### src/rtl/fusion_issue_ctrl_if.sv
// Fetch / fusion-decoder / issue-packet signals of fusion_issue_ctrl.
// master is the controller side, slave is the surrounding pipeline.
interface fusion_issue_ctrl_if;
    logic        fuse_en;
    logic        flush;
    logic        if_valid;
    logic [31:0] if_inst;
    logic [31:0] if_pc;
    logic        if_ready;
    logic [31:0] dec_inst1;
    logic [31:0] dec_inst2;
    logic        fuse_flag;
    logic [1:0]  fuse_type;
    logic        id_valid;
    logic [31:0] id_inst;
    logic [31:0] id_inst2;
    logic [31:0] id_pc;
    logic        id_fused;
    logic [1:0]  id_fuse_type;
    logic        id_ready;

    modport master (
        input  fuse_en, flush, if_valid, if_inst, if_pc, fuse_flag, fuse_type, id_ready,
        output if_ready, dec_inst1, dec_inst2, id_valid, id_inst, id_inst2, id_pc,
               id_fused, id_fuse_type
    );

    modport slave (
        output fuse_en, flush, if_valid, if_inst, if_pc, fuse_flag, fuse_type, id_ready,
        input  if_ready, dec_inst1, dec_inst2, id_valid, id_inst, id_inst2, id_pc,
               id_fused, id_fuse_type
    );
endinterface

### src/rtl/fusion_issue_ctrl.sv
// Fetch->Decode pairing window for macro-op fusion: buffers a head, issues fused/single packets.
// Define FUSION_PERF_EN to add the perf_fused_cnt / perf_issue_cnt counters.
module fusion_issue_ctrl #(
    parameter int          WAIT_MAX = 2,
    parameter logic [31:0] NOP_INST = 32'h0000_0013
) (
    input  logic clk,
    input  logic rst,
    fusion_issue_ctrl_if.master bus
`ifdef FUSION_PERF_EN
    ,
    output logic [31:0] perf_fused_cnt,
    output logic [31:0] perf_issue_cnt
`endif
);
    localparam int WW = (WAIT_MAX > 0) ? $clog2(WAIT_MAX + 1) : 1;

    typedef enum logic [1:0] {ST_EMPTY, ST_HELD, ST_WAITING, ST_DRAIN} state_t;

    state_t        state_q, state_d;
    logic [31:0]   s_inst_q, s_inst_d, s_pc_q, s_pc_d;
    logic [WW-1:0] wait_q, wait_d;
    logic          id_valid_q, id_valid_d, id_fused_q, id_fused_d;
    logic [31:0]   id_inst_q, id_inst_d, id_inst2_q, id_inst2_d, id_pc_q, id_pc_d;
    logic [1:0]    id_fuse_type_q, id_fuse_type_d;

    logic s_valid, advance, cand, fuse_ok, wait_ok;
    logic if_ready_c, load_s, issue_fused, issue_single, hold_wait;

    assign s_valid = (state_q == ST_HELD) || (state_q == ST_WAITING);
    assign advance = !id_valid_q || bus.id_ready;
    assign cand    = (s_inst_q[6:0] == 7'b0110111) || (s_inst_q[6:0] == 7'b0010111) ||
                     (s_inst_q[6:0] == 7'b0000011);
    // A fuse_type of 00 is not a real pairing even if the decoder raises the flag.
    assign fuse_ok = s_valid && bus.fuse_en && bus.fuse_flag && (bus.fuse_type != 2'b00) &&
                     bus.if_valid;
    assign wait_ok = s_valid && cand && bus.fuse_en && !bus.if_valid && (int'(wait_q) < WAIT_MAX);

    always_ff @(posedge clk or posedge rst) begin
        if (rst) state_q <= ST_EMPTY;
        else     state_q <= state_d;
    end

    always_comb begin
        state_d = state_q;
        if (bus.flush)                        state_d = ST_EMPTY;
        else if (state_q == ST_DRAIN)         state_d = ST_DRAIN;
        else if (!advance) begin
            if (!s_valid && bus.if_valid)     state_d = ST_HELD;
        end
        else if (fuse_ok)                     state_d = (bus.fuse_type == 2'b10) ? ST_DRAIN : ST_EMPTY;
        else if (wait_ok)                     state_d = ST_WAITING;
        else                                  state_d = bus.if_valid ? ST_HELD : ST_EMPTY;
    end

    always_comb begin
        if_ready_c   = 1'b0;
        load_s       = 1'b0;
        issue_fused  = 1'b0;
        issue_single = 1'b0;
        hold_wait    = 1'b0;
        if (bus.flush) begin
            if_ready_c = 1'b0;
        end else if (state_q == ST_DRAIN) begin
            if_ready_c = 1'b1;
        end else if (!advance) begin
            if (!s_valid && bus.if_valid) begin
                load_s     = 1'b1;
                if_ready_c = 1'b1;
            end
        end else if (fuse_ok) begin
            issue_fused = 1'b1;
            if_ready_c  = 1'b1;
        end else if (wait_ok) begin
            hold_wait = 1'b1;
        end else begin
            issue_single = s_valid;
            if (bus.if_valid) begin
                load_s     = 1'b1;
                if_ready_c = 1'b1;
            end
        end
    end

    assign bus.if_ready     = if_ready_c && !rst;
    assign bus.dec_inst1    = s_valid ? s_inst_q : NOP_INST;
    assign bus.dec_inst2    = bus.if_valid ? bus.if_inst : NOP_INST;
    assign bus.id_valid     = id_valid_q;
    assign bus.id_inst      = id_inst_q;
    assign bus.id_inst2     = id_inst2_q;
    assign bus.id_pc        = id_pc_q;
    assign bus.id_fused     = id_fused_q;
    assign bus.id_fuse_type = id_fuse_type_q;

    always_comb begin
        s_inst_d       = load_s ? bus.if_inst : s_inst_q;
        s_pc_d         = load_s ? bus.if_pc : s_pc_q;
        wait_d         = wait_q;
        if (hold_wait)
            wait_d = wait_q + WW'(1);
        else if (bus.flush || load_s || issue_fused || issue_single)
            wait_d = '0;
        id_valid_d     = (issue_fused || issue_single) ? 1'b1 : (advance ? 1'b0 : id_valid_q);
        id_inst_d      = id_inst_q;
        id_inst2_d     = id_inst2_q;
        id_pc_d        = id_pc_q;
        id_fused_d     = id_fused_q;
        id_fuse_type_d = id_fuse_type_q;
        if (issue_fused || issue_single) begin
            id_inst_d      = s_inst_q;
            id_pc_d        = s_pc_q;
            id_inst2_d     = issue_fused ? bus.if_inst : NOP_INST;
            id_fused_d     = issue_fused;
            id_fuse_type_d = issue_fused ? bus.fuse_type : 2'b00;
        end
        if (bus.flush) id_valid_d = 1'b0;
    end

    always_ff @(posedge clk or posedge rst) begin
        if (rst) begin
            s_inst_q       <= NOP_INST;
            s_pc_q         <= '0;
            wait_q         <= '0;
            id_valid_q     <= 1'b0;
            id_inst_q      <= NOP_INST;
            id_inst2_q     <= NOP_INST;
            id_pc_q        <= '0;
            id_fused_q     <= 1'b0;
            id_fuse_type_q <= 2'b00;
        end else begin
            s_inst_q       <= s_inst_d;
            s_pc_q         <= s_pc_d;
            wait_q         <= wait_d;
            id_valid_q     <= id_valid_d;
            id_inst_q      <= id_inst_d;
            id_inst2_q     <= id_inst2_d;
            id_pc_q        <= id_pc_d;
            id_fused_q     <= id_fused_d;
            id_fuse_type_q <= id_fuse_type_d;
        end
    end

`ifdef FUSION_PERF_EN
    // Counters follow packet loads only; flush never rewinds them.
    logic [31:0] perf_fused_cnt_q, perf_fused_cnt_d, perf_issue_cnt_q, perf_issue_cnt_d;

    always_comb begin
        perf_fused_cnt_d = perf_fused_cnt_q + {31'd0, issue_fused};
        perf_issue_cnt_d = perf_issue_cnt_q + {31'd0, issue_fused || issue_single};
    end

    always_ff @(posedge clk or posedge rst) begin
        if (rst) begin
            perf_fused_cnt_q <= '0;
            perf_issue_cnt_q <= '0;
        end else begin
            perf_fused_cnt_q <= perf_fused_cnt_d;
            perf_issue_cnt_q <= perf_issue_cnt_d;
        end
    end

    assign perf_fused_cnt = perf_fused_cnt_q;
    assign perf_issue_cnt = perf_issue_cnt_q;
`endif
endmodule

### src/flat_wrapper.sv
// flat-port wrapper written by rule: the top's interface ports become plain ports
module fusion_issue_ctrl_flat 
#(
    parameter int          WAIT_MAX = 2,
    parameter logic [31:0] NOP_INST = 32'h0000_0013
)
  (clk, rst, bus_fuse_en, bus_flush, bus_if_valid, bus_if_inst, bus_if_pc, bus_fuse_flag, bus_fuse_type, bus_id_ready, bus_if_ready, bus_dec_inst1, bus_dec_inst2, bus_id_valid, bus_id_inst, bus_id_inst2, bus_id_pc, bus_id_fused, bus_id_fuse_type);
  fusion_issue_ctrl_if bus_i ();
  input  logic clk;
  input  logic rst;
  input wire logic [$bits(bus_i.fuse_en)-1:0] bus_fuse_en;
  input wire logic [$bits(bus_i.flush)-1:0] bus_flush;
  input wire logic [$bits(bus_i.if_valid)-1:0] bus_if_valid;
  input wire logic [$bits(bus_i.if_inst)-1:0] bus_if_inst;
  input wire logic [$bits(bus_i.if_pc)-1:0] bus_if_pc;
  input wire logic [$bits(bus_i.fuse_flag)-1:0] bus_fuse_flag;
  input wire logic [$bits(bus_i.fuse_type)-1:0] bus_fuse_type;
  input wire logic [$bits(bus_i.id_ready)-1:0] bus_id_ready;
  output wire logic [$bits(bus_i.if_ready)-1:0] bus_if_ready;
  output wire logic [$bits(bus_i.dec_inst1)-1:0] bus_dec_inst1;
  output wire logic [$bits(bus_i.dec_inst2)-1:0] bus_dec_inst2;
  output wire logic [$bits(bus_i.id_valid)-1:0] bus_id_valid;
  output wire logic [$bits(bus_i.id_inst)-1:0] bus_id_inst;
  output wire logic [$bits(bus_i.id_inst2)-1:0] bus_id_inst2;
  output wire logic [$bits(bus_i.id_pc)-1:0] bus_id_pc;
  output wire logic [$bits(bus_i.id_fused)-1:0] bus_id_fused;
  output wire logic [$bits(bus_i.id_fuse_type)-1:0] bus_id_fuse_type;
  assign bus_i.fuse_en = bus_fuse_en;
  assign bus_i.flush = bus_flush;
  assign bus_i.if_valid = bus_if_valid;
  assign bus_i.if_inst = bus_if_inst;
  assign bus_i.if_pc = bus_if_pc;
  assign bus_i.fuse_flag = bus_fuse_flag;
  assign bus_i.fuse_type = bus_fuse_type;
  assign bus_i.id_ready = bus_id_ready;
  assign bus_if_ready = bus_i.if_ready;
  assign bus_dec_inst1 = bus_i.dec_inst1;
  assign bus_dec_inst2 = bus_i.dec_inst2;
  assign bus_id_valid = bus_i.id_valid;
  assign bus_id_inst = bus_i.id_inst;
  assign bus_id_inst2 = bus_i.id_inst2;
  assign bus_id_pc = bus_i.id_pc;
  assign bus_id_fused = bus_i.id_fused;
  assign bus_id_fuse_type = bus_i.id_fuse_type;
  fusion_issue_ctrl #(.WAIT_MAX(WAIT_MAX), .NOP_INST(NOP_INST)) u_core (.clk(clk), .rst(rst), .bus(bus_i));
endmodule
### config.mk
export PLATFORM = sky130hd
export DESIGN_NAME = fusion_issue_ctrl_flat
export DESIGN_NICKNAME = d
export VERILOG_FILES = /design/src/rtl/fusion_issue_ctrl_if.sv /design/src/rtl/fusion_issue_ctrl.sv /design/src/flat_wrapper.sv
export SDC_FILE = /design/constraint.sdc
export NUM_CORES = 1
export LEC_CHECK = 0
export ABC_AREA = 1
export CORE_MARGIN = 2
export CORE_UTILIZATION = 50
export DETAILED_ROUTE_END_ITERATION = 10
export PLACE_DENSITY = 0.85
export SLEW_MARGIN = 40
export SYNTH_ARGS = -nofsm -noshare
export SYNTH_HDL_FRONTEND = slang
export SYNTH_SLANG_ARGS = --single-unit
### constraint.sdc
create_clock -name clk -period 15.43 [get_ports clk]
set_input_delay 4.629 -clock clk [delete_from_list [all_inputs] [get_ports clk]]
set_output_delay 4.629 -clock clk [all_outputs]
set_load 0.01 [all_outputs]
==> results of run 1 <==
metal layers:
| layer | vias up | part of all wire (%) | GRT usage (%) |
|---|---|---|---|
| li1 | 2913 | - | - |
| met1 | 2787 | 41 | 30.04 |
| met2 | 211 | 48 | 40.21 |
| met3 | 26 | 8.9 | 8.242 |
| met4 | 0 | 2.0 | 9.659 |
| met5 | - | 0 | 0 |
cell usage in the layout (no fill, tap or decap), types with 3 or more instances in the layout:
cell,n
a21oi_1,4
a21oi_2,24
buf_4,5
clkbuf_16,17
clkbuf_8,3
clkdlybuf4s50_1,237
clkinv_2,3
clkinvlp_4,4
dfrtp_1,159
dfstp_2,9
inv_1,128
nand2_1,297
nand3_1,12
nor2_1,20
nor2_2,16
o21ai_0,70
o21ai_1,24
o22a_1,3
registers in the layout (all words and copies together) (netlist names):
| name | flops |
|---|---|
| u_core.bus.id_fuse_type | 2 |
| u_core.bus.id_fused | 1 |
| u_core.bus.id_inst | 32 |
| u_core.bus.id_inst2 | 32 |
| u_core.bus.id_pc | 32 |
| u_core.bus.id_valid | 1 |
| u_core.s_inst_q | 32 |
| u_core.s_pc_q | 32 |
| u_core.state_q | 2 |
| u_core.wait_q | 2 |
critical path, delay by kind of cell:
family | cells | cell delay, ns
buf+inv | 3 | 1.42
simple gates | 2 | 0.23
compound gates | 1 | 0.28
kinds of logic (layout without fill, tap and decap cells):
| family | Yosys count | count (layout) | synth area share (%) |
|---|---|---|---|
| simple gates | 350 | 350 | 19.38 |
| buf+inv | 173 | 408 | 10.87 |
| flops | 168 | 168 | 58.87 |
| compound gates | 129 | 129 | 10.71 |
| fa+ha+maj | 1 | 1 | 0.1747 |
path summary, 6_finish.rpt:
check                                           start                    end  slack, ns  cells after the start
worst max-delay path                     bus_if_valid           bus_if_ready       4.23                      6
worst min-delay path            u_core.bus.id_inst[5]  u_core.bus.id_inst[5]       0.47                      2
worst max register to register      u_core.state_q[0]      u_core.s_pc_q[13]      12.11                     11
worst min register to register  u_core.bus.id_inst[5]  u_core.bus.id_inst[5]       0.47                      2
max in group asynchronous                         rst    u_core.s_inst_q[26]       9.56                      3
min in group asynchronous                         rst       u_core.s_pc_q[4]       4.72                      2
power by group through the flow:
stage	sequential, W	combinational (W)	clock (W)
floorplan	0.000594	0.000117	0
finish	0.000569	0.000317	0.000420
global placement	0.000571	0.000311	0
CTS	0.000569	0.000321	0.000428
detailed placement	0.000575	0.000318	0
global route	0.000578	0.000348	0.000447
per-stage QoR:
step	instances	setup WS, ns	util (%)
floorplan	821	5.405	-
global placement	1204	4.318	68.48
detailed placement	1204	4.282	68.51
CTS	1236	4.226	72.77
global route	1236	4.133	72.81
finish	1236	4.231	72.81
layout make-up:
| class | count | area (µm²) |
|---|---|---|
| Clock buffer | 21 | 470.5 |
| Clock inverter | 11 | 122.6 |
| Fill cell | 1021 | 3789 |
| Inverter | 132 | 505.5 |
| Multi-Input combinational cell | 480 | 2175 |
| Sequential cell | 168 | 4215 |
| Tap cell | 180 | 225.2 |
| Timing Repair Buffer | 244 | 2432 |
==> run_summary.xml, run 1 <==
<?xml version="1.0" encoding="UTF-8"?>
<metrics>
  <group name="run_status">
    <metric name="outcome" unit="">complete, no violations</metric>
  </group>
  <group name="grt">
    <metric name="first_global_vias" unit="">5766</metric>
    <metric name="grt.overflow.total" unit="">0</metric>
    <metric name="maximum_number_of_pins_on_one_net_before_global_route_repair" unit="">90</metric>
    <metric name="global_route_wire_length_before_repair" unit="mm">28.57</metric>
    <metric name="initial_antenna_violation_count" unit="">0</metric>
    <metric name="global_route.usage.total" unit="%">24.54</metric>
  </group>
  <group name="sta">
    <metric name="finalSetupViolations" unit="">0</metric>
    <metric name="fin_setup_tns" unit="ns">0</metric>
    <metric name="layout_worst_path_cycle_share" unit="%">72.58</metric>
    <metric name="timing_max_transition_violations_final" unit="">0</metric>
    <metric name="timing.final.crit_period" unit="ns">11.20</metric>
    <metric name="fin_skew" unit="ns">0.007693</metric>
    <metric name="whs" unit="ns">0.4681</metric>
    <metric name="final_hold_viol_count" unit="">0</metric>
    <metric name="fmax" unit="MHz">89.29</metric>
    <metric name="unrepaired_setup_endpoints_after_global_routing" unit="">no</metric>
    <metric name="max-slew-margin-rel" unit="%">46.15</metric>
    <metric name="worst-slew-pin-transition" unit="ns">0.8077</metric>
  </group>
  <group name="logic_synthesis">
    <metric name="synth_top_cells_by_area" unit="">dfrtp_1 56%, nand2_1 16%, inv_1 6.8%, o21ai_0 4.9%, dfstp_2 3.3%</metric>
    <metric name="yosysMostFrequentCell" unit="">nand2_1</metric>
    <metric name="synth_seq_area_share" unit="%">58.87</metric>
    <metric name="synth_enable_flop_cells" unit="">0</metric>
    <metric name="yosys.area.top_type_share" unit="%">55.57</metric>
    <metric name="synth.ff_latch_count" unit="">168</metric>
    <metric name="yosysWarnings" unit="">0</metric>
    <metric name="ys_types" unit="">25</metric>
    <metric name="ys_top_cells_by_count" unit="">297 x nand2_1, 159 x dfrtp_1, 129 x inv_1</metric>
    <metric name="syn-cell-area" unit="µm²">7161</metric>
    <metric name="avgSynthCellArea" unit="µm²">8.722</metric>
    <metric name="yosysTopAreaCell" unit="">dfrtp_1</metric>
    <metric name="synth_flop_cell" unit="">dfrtp_1</metric>
    <metric name="synthesis.nets" unit="">895</metric>
    <metric name="postSynthCellCount" unit="">821</metric>
    <metric name="proportion_of_synthesized_flip_flops_having_asynchronous_set_or_reset" unit="%">100.0</metric>
  </group>
  <group name="clocking">
    <metric name="cts_hold_buf" unit="">0</metric>
    <metric name="cts_setup_buffers" unit="">0</metric>
    <metric name="cts_tree" unit="">built</metric>
    <metric name="insertion_delay" unit="ns">0.42</metric>
    <metric name="cts.sinks" unit="">168</metric>
    <metric name="cts.clk_slew.worst_paths" unit="ns">0.06</metric>
    <metric name="post_cts_resized" unit="">0</metric>
    <metric name="cts.htree.levels" unit="">4</metric>
    <metric name="clk_path_buf_depth" unit="">2</metric>
    <metric name="cts_made_buffers" unit="">17</metric>
    <metric name="cts.root.buffer_cell" unit="">clkbuf_16</metric>
  </group>
  <group name="floorplan">
    <metric name="initial_core_util" unit="%">51.39</metric>
    <metric name="num_rows" unit="">43</metric>
    <metric name="die_y" unit="µm">123.7</metric>
    <metric name="ioPinCount" unit="">238</metric>
    <metric name="coreArea" unit="µm²">13930</metric>
    <metric name="die_area" unit="µm²">15290</metric>
    <metric name="fp.dieW" unit="µm">123.7</metric>
  </group>
  <group name="final_layout">
    <metric name="final_layout_size_suffix_gt1_share" unit="%">9.091</metric>
    <metric name="final_net_count" unit="">1117</metric>
    <metric name="stdcell_area" unit="µm²">10150</metric>
    <metric name="insertedDiodeCount" unit="">0</metric>
    <metric name="area.growth.synth_to_final" unit="%">41.69</metric>
  </group>
  <group name="detailed_routing">
    <metric name="drc_errors" unit="">0</metric>
    <metric name="detail_route.wl_per_cell" unit="µm">14.87</metric>
    <metric name="dr.pass1.iters" unit="">4</metric>
    <metric name="first_drt_iteration_drcs" unit="">403</metric>
    <metric name="drt-vias-per-instance" unit="">4.803</metric>
    <metric name="antenna_violating_nets_remaining" unit="">0</metric>
    <metric name="dr_total_vias" unit="">5937</metric>
    <metric name="route.final.wire_length" unit="mm">18.38</metric>
  </group>
  <group name="power">
    <metric name="p_leak" unit="nW">5.193</metric>
    <metric name="sw_share" unit="%">28.14</metric>
    <metric name="power.share.combinational" unit="%">24.3</metric>
    <metric name="part_of_the_power_in_the_clock_network" unit="%">32.1</metric>
    <metric name="peakVddDrop" unit="V">0.00006627</metric>
    <metric name="psw" unit="W">0.0003674</metric>
    <metric name="power_frac_seq" unit="%">43.6</metric>
    <metric name="cell_internal_pwr" unit="W">0.0009382</metric>
    <metric name="power" unit="W">0.001306</metric>
    <metric name="pd_cells" unit="nW/µm²">128.7</metric>
  </group>
  <group name="setup_path">
    <metric name="timing.critical_path.slowest_stage_cell" unit="">clkdlybuf4s50_1</metric>
    <metric name="timing.critical_path.cells" unit="">clkdlybuf4s50_1 &gt; inv_1 &gt; nor2_1 &gt; nand2_1 &gt; a211oi_1 &gt; clkdlybuf4s50_1</metric>
    <metric name="worst_setup_path_end_kind" unit="">output port</metric>
    <metric name="cp-start-kind" unit="">input port</metric>
    <metric name="critical-path-top-cell-by-count" unit="">clkdlybuf4s50_1</metric>
    <metric name="cp_max_fo" unit="">8</metric>
    <metric name="timing.critical_path.arrival" unit="ns">6.57</metric>
    <metric name="cp_slowest_stage_delay" unit="ns">0.74</metric>
    <metric name="critical_path_required_time" unit="ns">10.80</metric>
    <metric name="worstSetupPathType" unit="">in2out</metric>
  </group>
  <group name="placement">
    <metric name="gpl.final_weighted_congestion" unit="">0.8713</metric>
    <metric name="hpwl" unit="mm">12.50</metric>
    <metric name="portBuffers" unit="">237</metric>
    <metric name="placed_cell_area" unit="µm²">9547</metric>
  </group>
  <group name="min_path">
    <metric name="worst_min_delay_path_category" unit="">reg2reg</metric>
  </group>
  <group name="run">
    <metric name="drv.max_cap_violation_count" unit="">0</metric>
  </group>
</metrics>
No activity file was read; power rests on OpenSTA's default activity.
==> run 2: changes to the inputs <==
- CORE_UTILIZATION: 50 -> 46
- PLACE_DENSITY: 0.85 -> 0.79
- clock period: 15.43 -> 11.3 ns (I/O delays scaled with it)
==> run 2 against run 1 <==
- count of clock-buffer cells in the layout up 3
- largest power group unchanged
- cell area up 0.53%
- via count down 0.72%
- flip-flop and latch count unchanged
- register-to-register slack worse by 4.5 ns
==> run_summary.xml, run 2 (synthesis gave the netlist of run 1 again) <==
<?xml version="1.0" encoding="UTF-8"?>
<metrics>
  <group name="placement">
    <metric name="gpl.final_weighted_congestion" unit="">0.8368</metric>
    <metric name="placed_cell_area" unit="µm²">9557</metric>
    <metric name="hpwl" unit="mm">12.21</metric>
    <metric name="portBuffers" unit="">237</metric>
  </group>
  <group name="min_path">
    <metric name="whs_endpoint" unit="">u_core.bus.id_inst[31]</metric>
    <metric name="worst_min_delay_path_category" unit="">reg2reg</metric>
    <metric name="whs_path_depth" unit="">2</metric>
    <metric name="hold_path_startpoint" unit="">u_core.bus.id_inst[31]</metric>
  </group>
  <group name="power">
    <metric name="p_leak" unit="nW">5.225</metric>
    <metric name="peakVddDrop" unit="V">0.0001117</metric>
    <metric name="power" unit="W">0.001823</metric>
    <metric name="pd_cells" unit="nW/µm²">178.7</metric>
  </group>
  <group name="setup_path">
    <metric name="r2r-start" unit="">u_core.state_q[0]</metric>
    <metric name="ff2ff_path_depth" unit="">11</metric>
    <metric name="cp_max_fo" unit="">37</metric>
    <metric name="crit_path_start" unit="">bus_if_valid</metric>
    <metric name="worstSetupPathType" unit="">in2out</metric>
    <metric name="critical_path_required_time" unit="ns">7.91</metric>
    <metric name="timing.critical_path.arrival" unit="ns">5.39</metric>
    <metric name="cp-start-kind" unit="">input port</metric>
    <metric name="worst_setup_path_end_kind" unit="">output port</metric>
    <metric name="worst_r2r_endpoint" unit="">u_core.s_pc_q[24]</metric>
    <metric name="r2r_setup_slack" unit="ns">7.60</metric>
  </group>
  <group name="clocking">
    <metric name="cts.sinks" unit="">168</metric>
    <metric name="cts_hold_buf" unit="">0</metric>
    <metric name="cts_tree" unit="">built</metric>
    <metric name="post_cts_resized" unit="">0</metric>
    <metric name="cts_setup_buffers" unit="">0</metric>
    <metric name="insertion_delay" unit="ns">0.42</metric>
    <metric name="cts.clk_slew.worst_paths" unit="ns">0.06</metric>
    <metric name="cts.root.buffer_cell" unit="">clkbuf_16</metric>
    <metric name="cts.htree.levels" unit="">4</metric>
    <metric name="clk_path_buf_depth" unit="">2</metric>
    <metric name="cts_made_buffers" unit="">17</metric>
  </group>
  <group name="grt">
    <metric name="first_global_vias" unit="">5733</metric>
    <metric name="maximum_number_of_pins_on_one_net_before_global_route_repair" unit="">90</metric>
    <metric name="grt.overflow.total" unit="">0</metric>
    <metric name="global_route_wire_length_before_repair" unit="mm">29.09</metric>
    <metric name="global_route.usage.total" unit="%">22.63</metric>
    <metric name="initial_antenna_violation_count" unit="">0</metric>
  </group>
  <group name="sta">
    <metric name="whs" unit="ns">0.4651</metric>
    <metric name="layout_worst_path_cycle_share" unit="%">77.70</metric>
    <metric name="max-slew-margin-rel" unit="%">45.84</metric>
    <metric name="final_hold_viol_count" unit="">0</metric>
    <metric name="worst-slew-pin-transition" unit="ns">0.8125</metric>
    <metric name="timing_max_transition_violations_final" unit="">0</metric>
    <metric name="unrepaired_setup_endpoints_after_global_routing" unit="">no</metric>
    <metric name="fin_setup_tns" unit="ns">0</metric>
    <metric name="finalSetupViolations" unit="">0</metric>
    <metric name="fmax" unit="MHz">113.9</metric>
    <metric name="timing.final.crit_period" unit="ns">8.780</metric>
    <metric name="fin_skew" unit="ns">0.007943</metric>
  </group>
  <group name="floorplan">
    <metric name="die_y" unit="µm">128.8</metric>
    <metric name="ioPinCount" unit="">238</metric>
    <metric name="coreArea" unit="µm²">15200</metric>
    <metric name="fp.dieW" unit="µm">128.8</metric>
    <metric name="initial_core_util" unit="%">47.10</metric>
    <metric name="num_rows" unit="">45</metric>
    <metric name="die_area" unit="µm²">16580</metric>
  </group>
  <group name="final_layout">
    <metric name="area.growth.synth_to_final" unit="%">42.44</metric>
    <metric name="stdcell_area" unit="µm²">10200</metric>
    <metric name="final_cell_mix" unit="">297 x nand2_1, 237 x clkdlybuf4s50_1, 159 x dfrtp_1, 128 x inv_1, 70 x o21ai_0</metric>
    <metric name="layout_commonest_cell" unit="">nand2_1</metric>
    <metric name="final_net_count" unit="">1117</metric>
    <metric name="insertedDiodeCount" unit="">0</metric>
    <metric name="finalCoreUtilization" unit="%">67.09</metric>
    <metric name="final_layout_size_suffix_gt1_share" unit="%">8.996</metric>
  </group>
  <group name="detailed_routing">
    <metric name="route.final.wire_length" unit="mm">18.22</metric>
    <metric name="dr_total_vias" unit="">5894</metric>
    <metric name="dr.pass1.iters" unit="">5</metric>
    <metric name="antenna_violating_nets_remaining" unit="">0</metric>
    <metric name="drt-vias-per-instance" unit="">4.738</metric>
    <metric name="drc_errors" unit="">0</metric>
    <metric name="detail_route.wl_per_cell" unit="µm">14.65</metric>
    <metric name="first_drt_iteration_drcs" unit="">302</metric>
  </group>
  <group name="run_status">
    <metric name="outcome" unit="">complete, no violations</metric>
  </group>
  <group name="run">
    <metric name="drv.max_cap_violation_count" unit="">0</metric>
  </group>
</metrics>
[run 2: power by group]
part / switching [W] / internal, W
registers: 0.0000607 / 0.000715
clock network: 0.000226 / 0.000393
logic: 0.000204 / 0.000224
total: 0.000491 / 0.00133
[run 2: stage by stage]
stage / setup slack, ns / instances
2_1_floorplan: 3.378 / 821
3_3_place_gp: 2.534 / 1212
6_report: 2.520 / 1244
5_1_grt: 2.348 / 1244
3_5_place_dp: 2.516 / 1212
4_1_cts: 2.517 / 1244
[run 2: final cells by class]
class                      count  area (µm²)
fill                        1210        5002
sequential                   168        4215
timing repair buffer         244        2429
multi-input combinational    480        2180
inverter                     132       505.5
clock buffer                  24       491.7
tap                          188       235.2
clock inverter                 8       143.9
[run 2: routing by layer]
layer	wire length, µm	up-vias	track usage (%)
met5	0	-	0
li1	-	2926	-
met4	293	0	7.928
met1	8116	2741	29.83
met2	8273	196	34.95
met3	1537	31	8.025
[run 2: worst max path at each step]
stage / to / slack, ns / depth (start not counted)
2_1_floorplan: u_core.bus.id_fuse_type[0] / 3.38 / 1
3_3_place_gp: bus_if_ready / 2.53 / 7
3_5_place_dp: bus_if_ready / 2.52 / 7
4_1_cts: bus_if_ready / 2.52 / 7
5_1_grt: bus_if_ready / 2.35 / 7
6_report: bus_if_ready / 2.52 / 7
[run 2: critical path, stage by stage]
cell	delay [ns]
clkdlybuf4s50_1	0.45
buf_4	0.37
inv_1	0.07
nor2_1	0.12
nand2_1	0.12
a211oi_1	0.25
clkdlybuf4s50_1	0.60
==> run 3: changes to the inputs <==
- clock period: 11.3 -> 9.15 ns (I/O delays scaled with it)
==> run 3 against run 2 <==
- power increased by 21%
- combinational power is 24% higher
- highest routed layer unchanged
- core utilization down 0.26 points
- first-iteration DRC count increased by 25%
- sequential share of layout area up 0.16 points
- cell area shrank 0.39%
==> run_summary.xml, run 3 (synthesis gave the netlist of run 1 again) <==
<?xml version="1.0" encoding="UTF-8"?>
<metrics>
  <group name="final_layout">
    <metric name="nFillCells" unit="">1217</metric>
    <metric name="stdcell_area" unit="µm²">10160</metric>
    <metric name="area.growth.synth_to_final" unit="%">41.88</metric>
    <metric name="final_cell_mix" unit="">297 x nand2_1, 237 x clkdlybuf4s50_1, 159 x dfrtp_1, 128 x inv_1, 70 x o21ai_0</metric>
    <metric name="final_layout_size_suffix_gt1_share" unit="%">9.091</metric>
    <metric name="insertedDiodeCount" unit="">0</metric>
    <metric name="final_net_count" unit="">1117</metric>
    <metric name="layout_commonest_cell" unit="">nand2_1</metric>
  </group>
  <group name="floorplan">
    <metric name="initial_core_util" unit="%">47.10</metric>
    <metric name="fp.dieW" unit="µm">128.8</metric>
    <metric name="num_rows" unit="">45</metric>
    <metric name="coreArea" unit="µm²">15200</metric>
    <metric name="ioPinCount" unit="">238</metric>
    <metric name="die_area" unit="µm²">16580</metric>
    <metric name="die_y" unit="µm">128.8</metric>
  </group>
  <group name="clocking">
    <metric name="cts.htree.levels" unit="">4</metric>
    <metric name="cts.sinks" unit="">168</metric>
    <metric name="cts_made_buffers" unit="">17</metric>
    <metric name="clk_path_buf_depth" unit="">2</metric>
    <metric name="cts.root.buffer_cell" unit="">clkbuf_16</metric>
    <metric name="cts.clk_slew.worst_paths" unit="ns">0.06</metric>
    <metric name="cts_hold_buf" unit="">0</metric>
    <metric name="post_cts_resized" unit="">0</metric>
    <metric name="cts_tree" unit="">built</metric>
    <metric name="insertion_delay" unit="ns">0.42</metric>
    <metric name="cts_setup_buffers" unit="">0</metric>
  </group>
  <group name="sta">
    <metric name="timing.final.crit_period" unit="ns">7.325</metric>
    <metric name="final_hold_viol_count" unit="">0</metric>
    <metric name="timing_max_transition_violations_final" unit="">0</metric>
    <metric name="unrepaired_setup_endpoints_after_global_routing" unit="">no</metric>
    <metric name="max-slew-margin-rel" unit="%">48.70</metric>
    <metric name="finalSetupViolations" unit="">0</metric>
    <metric name="fmax" unit="MHz">136.5</metric>
    <metric name="fin_skew" unit="ns">0.01063</metric>
    <metric name="layout_worst_path_cycle_share" unit="%">80.06</metric>
    <metric name="fin_setup_tns" unit="ns">0</metric>
    <metric name="worst-slew-pin-transition" unit="ns">0.7673</metric>
  </group>
  <group name="setup_path">
    <metric name="timing.critical_path.cells" unit="">clkdlybuf4s50_1 &gt; inv_1 &gt; nor2_1 &gt; nand2_1 &gt; a211oi_1 &gt; clkdlybuf4s50_1</metric>
    <metric name="critical_path_required_time" unit="ns">6.41</metric>
    <metric name="worst_setup_path_end_kind" unit="">output port</metric>
    <metric name="cp-start-kind" unit="">input port</metric>
    <metric name="cp_max_fo" unit="">6</metric>
    <metric name="timing.critical_path.arrival" unit="ns">4.58</metric>
    <metric name="worstSetupPathType" unit="">in2out</metric>
    <metric name="critical-path-top-cell-by-count" unit="">clkdlybuf4s50_1</metric>
    <metric name="cp_slowest_stage_delay" unit="ns">0.68</metric>
    <metric name="timing.critical_path.slowest_stage_cell" unit="">clkdlybuf4s50_1</metric>
  </group>
  <group name="placement">
    <metric name="portBuffers" unit="">237</metric>
    <metric name="gpl.final_weighted_congestion" unit="">0.8240</metric>
    <metric name="hpwl" unit="mm">12.55</metric>
    <metric name="placed_cell_area" unit="µm²">9557</metric>
  </group>
  <group name="power">
    <metric name="peakVddDrop" unit="V">0.0001372</metric>
    <metric name="power.share.combinational" unit="%">24.0</metric>
    <metric name="power_frac_seq" unit="%">43.4</metric>
    <metric name="p_leak" unit="nW">5.203</metric>
    <metric name="part_of_the_power_in_the_clock_network" unit="%">32.7</metric>
    <metric name="psw" unit="W">0.0006211</metric>
    <metric name="sw_share" unit="%">28.07</metric>
    <metric name="pd_cells" unit="nW/µm²">217.8</metric>
    <metric name="cell_internal_pwr" unit="W">0.001591</metric>
  </group>
  <group name="grt">
    <metric name="grt.overflow.total" unit="">0</metric>
    <metric name="maximum_number_of_pins_on_one_net_before_global_route_repair" unit="">92</metric>
    <metric name="global_route.usage.total" unit="%">22.58</metric>
    <metric name="global_route_wire_length_before_repair" unit="mm">29.14</metric>
    <metric name="initial_antenna_violation_count" unit="">0</metric>
    <metric name="first_global_vias" unit="">5721</metric>
  </group>
  <group name="detailed_routing">
    <metric name="route.final.wire_length" unit="mm">18.63</metric>
    <metric name="detail_route.wl_per_cell" unit="µm">14.98</metric>
    <metric name="drt-vias-per-instance" unit="">4.814</metric>
    <metric name="drc_errors" unit="">0</metric>
    <metric name="dr.pass1.iters" unit="">5</metric>
    <metric name="dr_total_vias" unit="">5988</metric>
    <metric name="antenna_violating_nets_remaining" unit="">0</metric>
    <metric name="first_drt_iteration_drcs" unit="">378</metric>
  </group>
  <group name="min_path">
    <metric name="worst_min_delay_path_category" unit="">reg2reg</metric>
  </group>
  <group name="run">
    <metric name="drv.max_cap_violation_count" unit="">0</metric>
  </group>
  <group name="run_status">
    <metric name="outcome" unit="">complete, no violations</metric>
  </group>
</metrics>
## run 3: cell count changes in the layout (fill, tap and decap cells not counted)
cell        before  now
nand3_1         11   12
bufinv_16        4    2
inv_6            0    2
nand3_2          1    0
clkbuf_1         3    1
clkinvlp_4       0    2
## run 3: layout make-up
| type | instances | area [µm²] | share of cell area (%) |
|---|---|---|---|
| Multi-Input combinational cell | 480 | 2175 | 21.40 |
| Clock buffer | 22 | 484.2 | 4.766 |
| Clock inverter | 10 | 116.4 | 1.145 |
| Tap cell | 188 | 235.2 | 2.315 |
| Sequential cell | 168 | 4215 | 41.49 |
| Inverter | 132 | 505.5 | 4.975 |
| Timing Repair Buffer | 244 | 2429 | 23.90 |
## run 3: final timing paths
check | start | to | slack, ns | cells past startpoint
min | u_core.bus.id_inst[23] | u_core.bus.id_inst[23] | 0.47 | 2
min reg2reg | u_core.bus.id_inst[23] | u_core.bus.id_inst[23] | 0.47 | 2
min in group asynchronous | rst | u_core.s_pc_q[8] | 2.84 | 2
max reg2reg | u_core.state_q[0] | u_core.s_pc_q[4] | 5.50 | 11
max in group asynchronous | rst | u_core.bus.id_inst[31] | 5.23 | 3
max | bus_if_valid | bus_if_ready | 1.82 | 6
## run 3: power by group through the flow
stage	Clock (W)	Sequential, W	Combinational [W]
floorplan	0	0.00100	0.000197
global placement	0	0.000965	0.000525
detailed placement	0	0.000970	0.000533
CTS	0.000734	0.000960	0.000537
global route	0.000771	0.000976	0.000582
finish	0.000723	0.000959	0.000530
## run 3: routing by layer
layer  GRT usage, %  up-vias  part of all wire (%)
li1               -     2925                     -
met1          29.38     2815                    44
met2          35.48      220                    46
met3          8.067       28                   8.1
met4          7.481        0                   1.8
met5              0        -                     0
## run 3: per-stage QoR
stage | utilization, % | hold WS (ns) | total power [W] | instances | setup WS (ns)
after floorplan | - | 0.4345 | 0.001200 | 821 | 1.873
after global placement | 62.84 | 0.4523 | 0.001490 | 1212 | 1.842
after detailed placement | 62.86 | 0.4575 | 0.001504 | 1212 | 1.829
after CTS | 66.81 | 0.4730 | 0.002231 | 1244 | 1.815
after global routing | 66.83 | 0.4902 | 0.002329 | 1244 | 1.690
final | 66.83 | 0.4673 | 0.002212 | 1244 | 1.825
## run 3: critical path: cells and delay by family
kind / cells / cell delay, ns
AO/OA/AOI/OAI: 1 / 0.25
AND/OR/NAND/NOR: 2 / 0.22
buffers and inverters: 3 / 1.35
